`config.mk`:
```
export PLATFORM = sky130hd
export DESIGN_NAME = sm3_expnd_core_flat
export DESIGN_NICKNAME = d
export VERILOG_FILES = /design/src/rtl/sm3_expnd_core_if.sv /design/src/rtl/sm3_expnd_core.sv /design/src/flat_wrapper.sv
export SDC_FILE = /design/constraint.sdc
export NUM_CORES = 1
export LEC_CHECK = 0
export CAP_MARGIN = 20
export CORE_MARGIN = 2
export CORE_UTILIZATION = 60
export DETAILED_ROUTE_END_ITERATION = 8
export PLACE_DENSITY_LB_ADDON = 0.08
export SYNTH_ARGS = -nofsm -noshare
export SYNTH_HDL_FRONTEND = slang
export SYNTH_SLANG_ARGS = --single-unit
```
`constraint.sdc`:
```
create_clock -name clk -period 4.2 [get_ports clk]
set_input_delay 0.63 -clock clk [delete_from_list [all_inputs] [get_ports clk]]
set_output_delay 0.63 -clock clk [all_outputs]
set_load 0.02 [all_outputs]
```
`src/rtl/sm3_expnd_core_if.sv`:
```
// sm3_expnd_core_if
//   Bundles the message-word input stream and the expanded-word output
//   stream of the SM3 message expander.
//   Signals:
//     msg_inpt_d_i     [31:0] message word, block word 0 first
//     msg_inpt_vld_i          word valid
//     msg_inpt_lst_i          last-block flag, meaningful with word 15 only
//     msg_inpt_rdy_o          expander can accept a word this cycle
//     expnd_otpt_wj_o  [31:0] W_j
//     expnd_otpt_wjj_o [31:0] W'_j = W_j ^ W_(j+4)
//     expnd_otpt_vld_o        wj/wjj valid (no backpressure)
//     expnd_otpt_lst_o        round 63 of a block flagged last
//   Modports:
//     master - message source / expanded-word consumer side
//     slave  - the expander core
interface sm3_expnd_core_if;
    logic [31:0] msg_inpt_d_i;
    logic        msg_inpt_vld_i;
    logic        msg_inpt_lst_i;
    logic        msg_inpt_rdy_o;
    logic [31:0] expnd_otpt_wj_o;
    logic [31:0] expnd_otpt_wjj_o;
    logic        expnd_otpt_vld_o;
    logic        expnd_otpt_lst_o;

    modport master (
        output msg_inpt_d_i,
        output msg_inpt_vld_i,
        output msg_inpt_lst_i,
        input  msg_inpt_rdy_o,
        input  expnd_otpt_wj_o,
        input  expnd_otpt_wjj_o,
        input  expnd_otpt_vld_o,
        input  expnd_otpt_lst_o
    );

    modport slave (
        input  msg_inpt_d_i,
        input  msg_inpt_vld_i,
        input  msg_inpt_lst_i,
        output msg_inpt_rdy_o,
        output expnd_otpt_wj_o,
        output expnd_otpt_wjj_o,
        output expnd_otpt_vld_o,
        output expnd_otpt_lst_o
    );
endinterface

```
`src/rtl/sm3_expnd_core.sv`:
```
// sm3_expnd_core
//   SM3 message expansion. Collects a 16-word block in LOAD, then streams
//   W_j and W'_j for rounds 0..63 on 64 consecutive cycles in EXPND.
//   Ports:
//     clk  - single clock, rising edge
//     rst  - synchronous active-high reset
//     bus  - sm3_expnd_core_if.slave (message input / expanded output)
module sm3_expnd_core (
    input  logic            clk,
    input  logic            rst,
    sm3_expnd_core_if.slave bus
);

    typedef enum logic {
        LOAD  = 1'b0,
        EXPND = 1'b1
    } state_t;

    state_t      state, state_nxt;
    logic [31:0] win [16];
    logic [31:0] win_nxt [16];
    logic [3:0]  word_cnt, word_cnt_nxt;
    logic [5:0]  rnd, rnd_nxt;
    logic        blk_lst, blk_lst_nxt;
    logic [31:0] wj, wj_nxt;
    logic [31:0] wjj, wjj_nxt;
    logic        vld, vld_nxt;
    logic        rdy;
    logic        accept;
    logic [31:0] p1_in, p1_out, w_new;

    assign rdy    = (state == LOAD);
    assign accept = bus.msg_inpt_vld_i & rdy;

    // Window holds W_j..W_(j+15) with win[0] the oldest word, so the
    // recurrence taps are fixed window positions.
    assign p1_in  = win[0] ^ win[7] ^ {win[13][16:0], win[13][31:17]};
    assign p1_out = p1_in ^ {p1_in[16:0], p1_in[31:17]} ^ {p1_in[8:0], p1_in[31:9]};
    assign w_new  = p1_out ^ {win[3][24:0], win[3][31:25]} ^ win[10];

    // State and datapath registers.
    always_ff @(posedge clk) begin
        if (rst) begin
            state    <= LOAD;
            word_cnt <= '0;
            rnd      <= '0;
            blk_lst  <= 1'b0;
            wj       <= '0;
            wjj      <= '0;
            vld      <= 1'b0;
            for (int i = 0; i < 16; i++) begin
                win[i] <= '0;
            end
        end else begin
            state    <= state_nxt;
            word_cnt <= word_cnt_nxt;
            rnd      <= rnd_nxt;
            blk_lst  <= blk_lst_nxt;
            wj       <= wj_nxt;
            wjj      <= wjj_nxt;
            vld      <= vld_nxt;
            win      <= win_nxt;
        end
    end

    // Next-state logic. The output registers are loaded from the window
    // as it will be after this edge, so round 0 appears one cycle after
    // word 15 is accepted and round j+1 follows round j with no bubble.
    always_comb begin
        state_nxt    = state;
        word_cnt_nxt = word_cnt;
        rnd_nxt      = rnd;
        blk_lst_nxt  = blk_lst;
        win_nxt      = win;
        wj_nxt       = wj;
        wjj_nxt      = wjj;
        vld_nxt      = 1'b0;

        case (state)
            LOAD: begin
                if (accept) begin
                    for (int i = 0; i < 15; i++) begin
                        win_nxt[i] = win[i + 1];
                    end
                    win_nxt[15]  = bus.msg_inpt_d_i;
                    word_cnt_nxt = word_cnt + 4'd1;
                    if (word_cnt == 4'd15) begin
                        state_nxt   = EXPND;
                        blk_lst_nxt = bus.msg_inpt_lst_i;
                        rnd_nxt     = '0;
                        vld_nxt     = 1'b1;
                        wj_nxt      = win_nxt[0];
                        wjj_nxt     = win_nxt[0] ^ win_nxt[4];
                    end
                end
            end

            EXPND: begin
                if (rnd == 6'd63) begin
                    state_nxt   = LOAD;
                    rnd_nxt     = '0;
                    blk_lst_nxt = 1'b0;
                end else begin
                    for (int i = 0; i < 15; i++) begin
                        win_nxt[i] = win[i + 1];
                    end
                    win_nxt[15] = w_new;
                    rnd_nxt     = rnd + 6'd1;
                    vld_nxt     = 1'b1;
                    wj_nxt      = win_nxt[0];
                    wjj_nxt     = win_nxt[0] ^ win_nxt[4];
                end
            end

            default: begin
                state_nxt = LOAD;
            end
        endcase
    end

    assign bus.msg_inpt_rdy_o   = rdy;
    assign bus.expnd_otpt_wj_o  = wj;
    assign bus.expnd_otpt_wjj_o = wjj;
    assign bus.expnd_otpt_vld_o = vld;
    assign bus.expnd_otpt_lst_o = blk_lst & (rnd == 6'd63) & vld;

endmodule

```
`src/flat_wrapper.sv`:
```
// flat-port wrapper written by rule: the top's interface ports become plain ports
module sm3_expnd_core_flat 
  (clk, rst, bus_msg_inpt_d_i, bus_msg_inpt_vld_i, bus_msg_inpt_lst_i, bus_msg_inpt_rdy_o, bus_expnd_otpt_wj_o, bus_expnd_otpt_wjj_o, bus_expnd_otpt_vld_o, bus_expnd_otpt_lst_o);
  sm3_expnd_core_if bus_i ();
  input  logic clk;
  input  logic rst;
  input wire logic [$bits(bus_i.msg_inpt_d_i)-1:0] bus_msg_inpt_d_i;
  input wire logic [$bits(bus_i.msg_inpt_vld_i)-1:0] bus_msg_inpt_vld_i;
  input wire logic [$bits(bus_i.msg_inpt_lst_i)-1:0] bus_msg_inpt_lst_i;
  output wire logic [$bits(bus_i.msg_inpt_rdy_o)-1:0] bus_msg_inpt_rdy_o;
  output wire logic [$bits(bus_i.expnd_otpt_wj_o)-1:0] bus_expnd_otpt_wj_o;
  output wire logic [$bits(bus_i.expnd_otpt_wjj_o)-1:0] bus_expnd_otpt_wjj_o;
  output wire logic [$bits(bus_i.expnd_otpt_vld_o)-1:0] bus_expnd_otpt_vld_o;
  output wire logic [$bits(bus_i.expnd_otpt_lst_o)-1:0] bus_expnd_otpt_lst_o;
  assign bus_i.msg_inpt_d_i = bus_msg_inpt_d_i;
  assign bus_i.msg_inpt_vld_i = bus_msg_inpt_vld_i;
  assign bus_i.msg_inpt_lst_i = bus_msg_inpt_lst_i;
  assign bus_msg_inpt_rdy_o = bus_i.msg_inpt_rdy_o;
  assign bus_expnd_otpt_wj_o = bus_i.expnd_otpt_wj_o;
  assign bus_expnd_otpt_wjj_o = bus_i.expnd_otpt_wjj_o;
  assign bus_expnd_otpt_vld_o = bus_i.expnd_otpt_vld_o;
  assign bus_expnd_otpt_lst_o = bus_i.expnd_otpt_lst_o;
  sm3_expnd_core u_core (.clk(clk), .rst(rst), .bus(bus_i));
endmodule
```
# Yosys cells after proc, flatten, opt, wreduce, memory -nomap -nowiden
# Index checks and enable logic that the tools add are counted.
# classes
n_lt_le_gt_ge	0
n_shift	0
div_mod_pow	0
n_mux	23
n_eq_ne	6
multipliers	0
addsub	2
bitwise	11
reduce_logical	5
# op_table
cell	count
two-way mux 512 bit	2
case mux 512 bit (2 select lines)	1
XOR 32 bit	7
two-way mux 32 bit	6
case mux 32 bit (2 select lines)	2
two-way mux 6 bit	3
case mux 6 bit (2 select lines)	1
!= test 2 bit (second input constant)	4
adder 6 x 1 -> 6 bit (second input constant)	1
== test 6 bit (second input constant)	1
two-way mux 1 bit	6
AND reduction 2 bit	3
AND reduction 3 bit	2
adder 4 x 1 -> 4 bit (second input constant)	1
== test 4 bit (second input constant)	1
case mux 1 bit (2 select lines)	2
AND 1 bit	3
inverter 1 bit	1
# totals
reg_bits	588
word_cells	69
ramBits	0
mem_count	0
romBits	0
latch_bits	0
out_inout_bits	67

# Longest topological paths before layout
# logic_depth
depth_word	8
ltp_mapped	8
ltp_nobuf	5

# Worst setup path before layout
# No wires, ideal clock.
# synth_path
kind	flip-flop to output port
start	register u_core.rnd[0]
end	output port bus_expnd_otpt_lst_o
stages_incl_launch_ff	4
slack_ps	2532
n_path_buf	0
arrival_ps	1038
cell_sequence	dfxtp_1 -> ha_1 -> and2_1 -> and3_1
# synth_between
elab_chain_len	3
# synth_lines
element	line	text
start: declaration	sm3_expnd_core.sv:23	logic [5:0] rnd, rnd_nxt;
start signal: assignment	sm3_expnd_core.sv:57	rnd <= rnd_nxt;
== test 6 bit	sm3_expnd_core.sv:125	assign bus.expnd_otpt_lst_o = blk_lst & (rnd == 6'd63) & vld;
AND 1 bit (2 in series)	sm3_expnd_core.sv:125	
end: declaration	flat_wrapper.sv:14	output wire logic [$bits(bus_i.expnd_otpt_lst_o)-1:0] bus_expnd_otpt_lst_o;
# Every way passes these cells.

# Final worst setup path
# layout_path
start	register u_core.vld, in the netlist u_core.bus.expnd_otpt_vld_o
end	output port bus_expnd_otpt_lst_o
# layout_between
elab_chain_len	1
# layout_lines
element	line	text
start: declaration	sm3_expnd_core.sv:27	logic vld, vld_nxt;
start signal: assignment	sm3_expnd_core.sv:61	vld <= vld_nxt;
AND 1 bit	sm3_expnd_core.sv:125	
# Every way passes these cells.

==> flow_summary.yaml <==
pwr:
  p_leak_nw: 8.37
  power_density_nw_per_um2: 414
  irDropWorstVdd_mv: 0.382
timing:
  fin_setup_tns_ns: 0
  finalMaxSlewViolations: 0
  fin_crit_sh_pct: 73.1
  fmax_mhz: 326
  hold_ws_ns: 0.454
  rsz0062_at_grt: "no"
  slew_headroom_pct: 35.9
  hold_viol_final: 0
  worst_pin_slew_ns: 0.961
  period_minus_slack_ns: 3.07
  setup_viol: 0
  finalClockSkew_ns: 0.0259
die:
  core_um2: 39800
  dieHeight_um: 205
  num_rows: 73
  ios: 103
  dieArea_um2: 42000
  die_w_um: 205
  start_util_pct: 60.8
job:
  maxCapViolCount: 0
setup_path:
  critPathCaptureType: "primary output"
  start_kind: "flip-flop"
  critPathRequiredTime_ns: 3.57
  arrival_ns: 2.44
  worstSetupPathType: "flip-flop to primary output"
  slowest_delay_ns: 0.68
  cp_max_fo: 14
  crit_chain: "and2_1, and3_1, clkdlybuf4s50_1"
  cpMaxStageDelayCell: "dfxtp_1"
place:
  dpl.hpwl_um: 42300
  gp_congestion: 0.880
  port_buffers: 102
cts:
  ctsResizeCount: 0
  cts_setup_buffers: 0
  clock_sinks: 588
  postCtsHoldBufs: 0
  h-tree-depth: 2
  cts_buffers: 58
  clockBufferDepth: 3
  cts-root-buf: "clkbuf_16"
  clock_latency_ns: 0.62
  cts_tree: "done"
  clkSlewWorstSetupHoldPaths_ns: 0.06
global_route:
  grt_start_max_net_pins: 194
  grt_pass1_wl_um: 105000
  grt.overflow.total: 0
  globalRouteTotalUtil_pct: 31.4
  antenna_found_initial: 3
  grt_pass1_vias: 18544
drt:
  drt_iter0_drc: 2496
  wl_um: 67400
  vias: 20796
  drt_pre_antenna_iters: 6
  remaining_drc_errors: 0
  avgRoutedWirePerCell_um: 20.3
  via_per_inst: 6.28
  ant_nets: 0
yosys:
  syn_nets: 2877
  synth.distinct_cells: 39
  synth_xor_xnor_area_share_pct: 8.98
  synth_adder_area_share_pct: 0.103
  ys.flop_type: "dfxtp_1"
  synth_compound_area_share_pct: 23.6
  synth_top_family_by_area: "compound AO/OA/AOI/OAI gates"
  ys_ff_latch: 588
  synthArstFlopShare_pct: 0
  yosys_warnings: 0
  yosys.area_share.simple_pct: 12.9
  synth_edf_count: 0
  synth_cells: 2839
  syn-cell-area_um2: 24200
  synth.area.mux_share_pct: 0.0413
  postSynthAreaPerCell_um2: 8.53
  synth_seq_area_share_pct: 48.6
run_status:
  status: "finished, final reports clean"
cells_and_area:
  final_core_utilization_pct: 68.1
  nNetsFinal: 2779
  drive_gt1_share_pct: 5.42
  syn2layout_area_growth_pct: 12.1
min_path:
  min_path_type: "flip-flop to flip-flop"
[cell usage in the layout, fill, tap and decap left out, drive strengths merged, types with 42 or more instances in the layout]
cell and instances:
buf 50, clkbuf 96, dfxtp 588, nand3 482, xnor2 160, clkdlybuf4s50 101
o21ai 483, nor2 42, a21oi 515, nand2 72
[power by group]
part	internal, mW	switching (mW)
combinational	0.130	0.310
clock	3.00	2.17
sequential	5.61	0.0235
total	8.74	2.50
[metrics by stage]
stage / setup WS (ns) / total power, mW / area (µm²) / std cells
final: 1.13 / 11.2 / 27100 / 3313
after global routing: 1.04 / 11.6 / 27100 / 3312
after CTS: 1.11 / 11.3 / 27100 / 3312
after detailed placement: 0.898 / 6.19 / 25200 / 3206
after global placement: 0.988 / 6.19 / 25200 / 3206
after floorplan: 2.53 / 6.04 / 24200 / 2839
[per-layer routing]
metal / global-route usage [%] / wire, µm / vias up
met1: 43.0 / 28500 / 9980
met3: 5.22 / 5090 / 128
met4: 16.4 / 3430 / 2
li1: - / - / 9928
met5: 0 / 13 / -
met2: 47.7 / 30300 / 758
[area by class of cell]
| class | count | area, µm² |
|---|---|---|
| Multi-Input combinational cell | 1940 | 11100 |
| Tap cell | 525 | 657 |
| Antenna cell | 1 | 2.50 |
| Inverter | 2 | 7.51 |
| Clock inverter | 10 | 75.1 |
| Clock buffer | 96 | 1860 |
| Timing Repair Buffer | 151 | 1690 |
| Fill cell | 3209 | 12700 |
| Sequential cell | 588 | 11800 |
[kinds of logic after synthesis]
logic type	count (synthesis)
fa+ha+maj	2
xor+xnor	198
mux	1
simple gates	639
flops	588
compound gates	1100
buf+inv	311
[sequential cells by signal (all words and copies together), names as in the netlist]
register                     flops
u_core.bus.expnd_otpt_vld_o      1
u_core.bus.expnd_otpt_wj_o      32
u_core.word_cnt                  4
u_core.win                     512
u_core.bus.expnd_otpt_wjj_o     32
u_core.rnd                       6
u_core.blk_lst                   1
[synthesized netlist by cell type, types with 2 or more instances]
cell | count | area, µm²
xor2_1 | 6 | 52.6
nand4_1 | 4 | 25.0
a21oi_1 | 513 | 2570
a2bb2oi_1 | 4 | 35.0
nor4_1 | 2 | 12.5
o21ai_1 | 124 | 621
a21oi_2 | 2 | 17.5
o21ai_0 | 358 | 1790
clkbuf_1 | 156 | 586
a211oi_1 | 33 | 248
buf_2 | 121 | 606
nand3_1 | 482 | 2410
ha_1 | 2 | 25.0
xnor3_1 | 32 | 721
and3_1 | 29 | 181
xnor2_1 | 160 | 1400
nand2_1 | 72 | 270
nand2b_1 | 2 | 12.5
o22ai_1 | 31 | 194
nor2_1 | 42 | 158
buf_4 | 17 | 128
clkbuf_2 | 15 | 75.1
dfxtp_1 | 588 | 11800
a31oi_1 | 28 | 175
and2_1 | 2 | 12.5
[worst paths after layout]
| path | from | to | slack (ns) | cells past startpoint |
|---|---|---|---|---|
| setup / recovery | u_core.bus.expnd_otpt_vld_o | bus_expnd_otpt_lst_o | 1.13 | 3 |
| hold / removal | u_core.bus.expnd_otpt_wj_o[19] | u_core.bus.expnd_otpt_wj_o[19] | 0.45 | 2 |
| setup reg to reg | u_core.bus.expnd_otpt_vld_o | u_core.win[178] | 1.40 | 5 |
| hold reg to reg | u_core.bus.expnd_otpt_wj_o[19] | u_core.bus.expnd_otpt_wj_o[19] | 0.45 | 2 |
[critical path: cells and delay by family (launching register included)]
kind	cells	cell delay, ns
DFF	1	0.68
buffers and inverters	1	0.61
and+or+nand+nor	2	0.54
Note: power is estimated with default switching activity, not from simulation.
==> RTL edit: new RTL, config.mk and constraints unchanged <==
Make the reset (`rst`) asynchronous in one clocked block. Comments in the files are not updated.
--- a/src/rtl/sm3_expnd_core.sv
+++ b/src/rtl/sm3_expnd_core.sv
@@ -40,5 +40,5 @@
 
     // State and datapath registers.
-    always_ff @(posedge clk) begin
+    always_ff @(posedge clk or posedge rst) begin
         if (rst) begin
             state    <= LOAD;
Function: not settled (the Yosys comparison gave no result); the edit may change what the design does.
==> RTL edit against the unedited design <==
Die area is 0.12% higher. Core utilization is 1.8 points higher. Synthesized area is 0.12% higher. Highest routed layer is now met4. Cell area is 2.6% higher. Wire length is 24% lower. Via count is 39% lower. Setup slack better by 170 ps. Sequential cell count stayed put. Sequential share of layout area is 9.5 points higher. Fmax is 6.0% higher. Non-clock buffer count is 18 lower.
Power is not shown: default switching activity piles up to over one toggle a cycle in this logic, so the estimate is an artifact.
==> RTL edit: results (changes against the unedited design) <==
adder-cell share of the synthesized area=0.103% (about the same); Routed WL=51,000 um (was 67,400 um); fill cell count=2,761 (was 3,209); Final Cycle Share=68.9% (was 73.1%); vias in the first global route=13,500 (was 18,500); synth top area cells=dfrtp_1 61%, mux2_2 20%, xnor2_1 5.2%, mux2_1 5.1%, xnor3_1 3.0% (was dfxtp_1 49%, a21oi_1 11%, nand3_1 10%, o21ai_0 7.4%, xnor2_1 5.8%); Worst path slowest cell=clkdlybuf4s50_1 (was dfxtp_1); WHS Path Cells=1 (was 2); Worst Tran Pin Value=1030 ps (was 961 ps); hold_ws=475 ps (was 454 ps); setup slack, reg-to-reg=1440 ps (was 1400 ps); DRT iter0 DRCs=773 (was 2,496); Top FF cell, synth=dfrtp_1 (was dfxtp_1); Final nets=1,733 (was 2,779); pre-CTS setup slack=1300 ps (was 898 ps); status=finished, final reports clean (unchanged); Worst path max stage delay=660 ps (was 680 ps); RePlAce Congestion=0.798 (was 0.880); DR vias/cell=5.61 (was 6.28); worst reg2reg path startpoint=u_core.rnd[0]$_DFFE_PP0P_ (was u_core.bus.expnd_otpt_vld_o$_SDFF_PP0_); TritonRoute pass-1 iters=4 (was 6); WHS Endpoint=u_core.win[232]$_DFFE_PP0P_ (was u_core.bus.expnd_otpt_wj_o[19]$_SDFFE_PP0P_); post-synth net total=1,615 (was 2,877); post-route clock skew=23.4 ps (was 25.9 ps); placed inst area=26,000 um2 (was 25,200 um2)
RTL edit: cell types whose count changed in the layout (fill, tap and decap cells not counted), moves of 27 or more:
cell / change
o21ai_1: -123
mux2_1: +109
o22ai_1: -31
dfrtp_1: +588
o21ai_0: -298
and3_1: -27
mux2_2: +425
nand3_1: -446
a31oi_1: -28
nand2_1: -36
dfxtp_1: -588
a21oi_1: -513
nor2_1: -32
RTL edit: routing by layer:
| layer | GRT usage (%) | wire [um] | vias up |
|---|---|---|---|
| li1 | - | - | 5745 |
| met1 | 36.3 | 23400 | 6672 |
| met2 | 40.3 | 24200 | 190 |
| met3 | 4.07 | 1980 | 84 |
| met4 | 8.48 | 1490 | 0 |
| met5 | 0 | 0 | - |
RTL edit: cell families after synthesis:
group | after synthesis
adder cells (fa/ha/maj) | 2
buffers and inverters | 79
AND/OR/NAND/NOR | 102
AO/OA/AOI/OAI | 74
flip-flops | 588
multiplexers | 534
XOR/XNOR | 198
RTL edit: layout make-up:
type,count,area share (%)
Sequential cell,588,52.9
Multi-Input combinational cell,910,32.8
Tap cell,525,2.36
Timing Repair Buffer,133,5.22
Clock inverter,11,0.342
Antenna cell,1,0.00899
Clock buffer,91,6.35
Inverter,3,0.0539
RTL edit: worst max-delay path: cells and delay by family, from the launching register on:
family / cells / cell delay, ps
adders and majority gates: 1 / 220
buffers and inverters: 1 / 660
DFF: 1 / 410
and+or+nand+nor: 2 / 370
RTL edit: through the flow:
stage	setup TNS, ps	cells
6_report	0	2262
5_1_grt	0	2261
4_1_cts	0	2261
3_5_place_dp	0	2159
3_3_place_gp	0	2159
2_1_floorplan	-2613880	1577
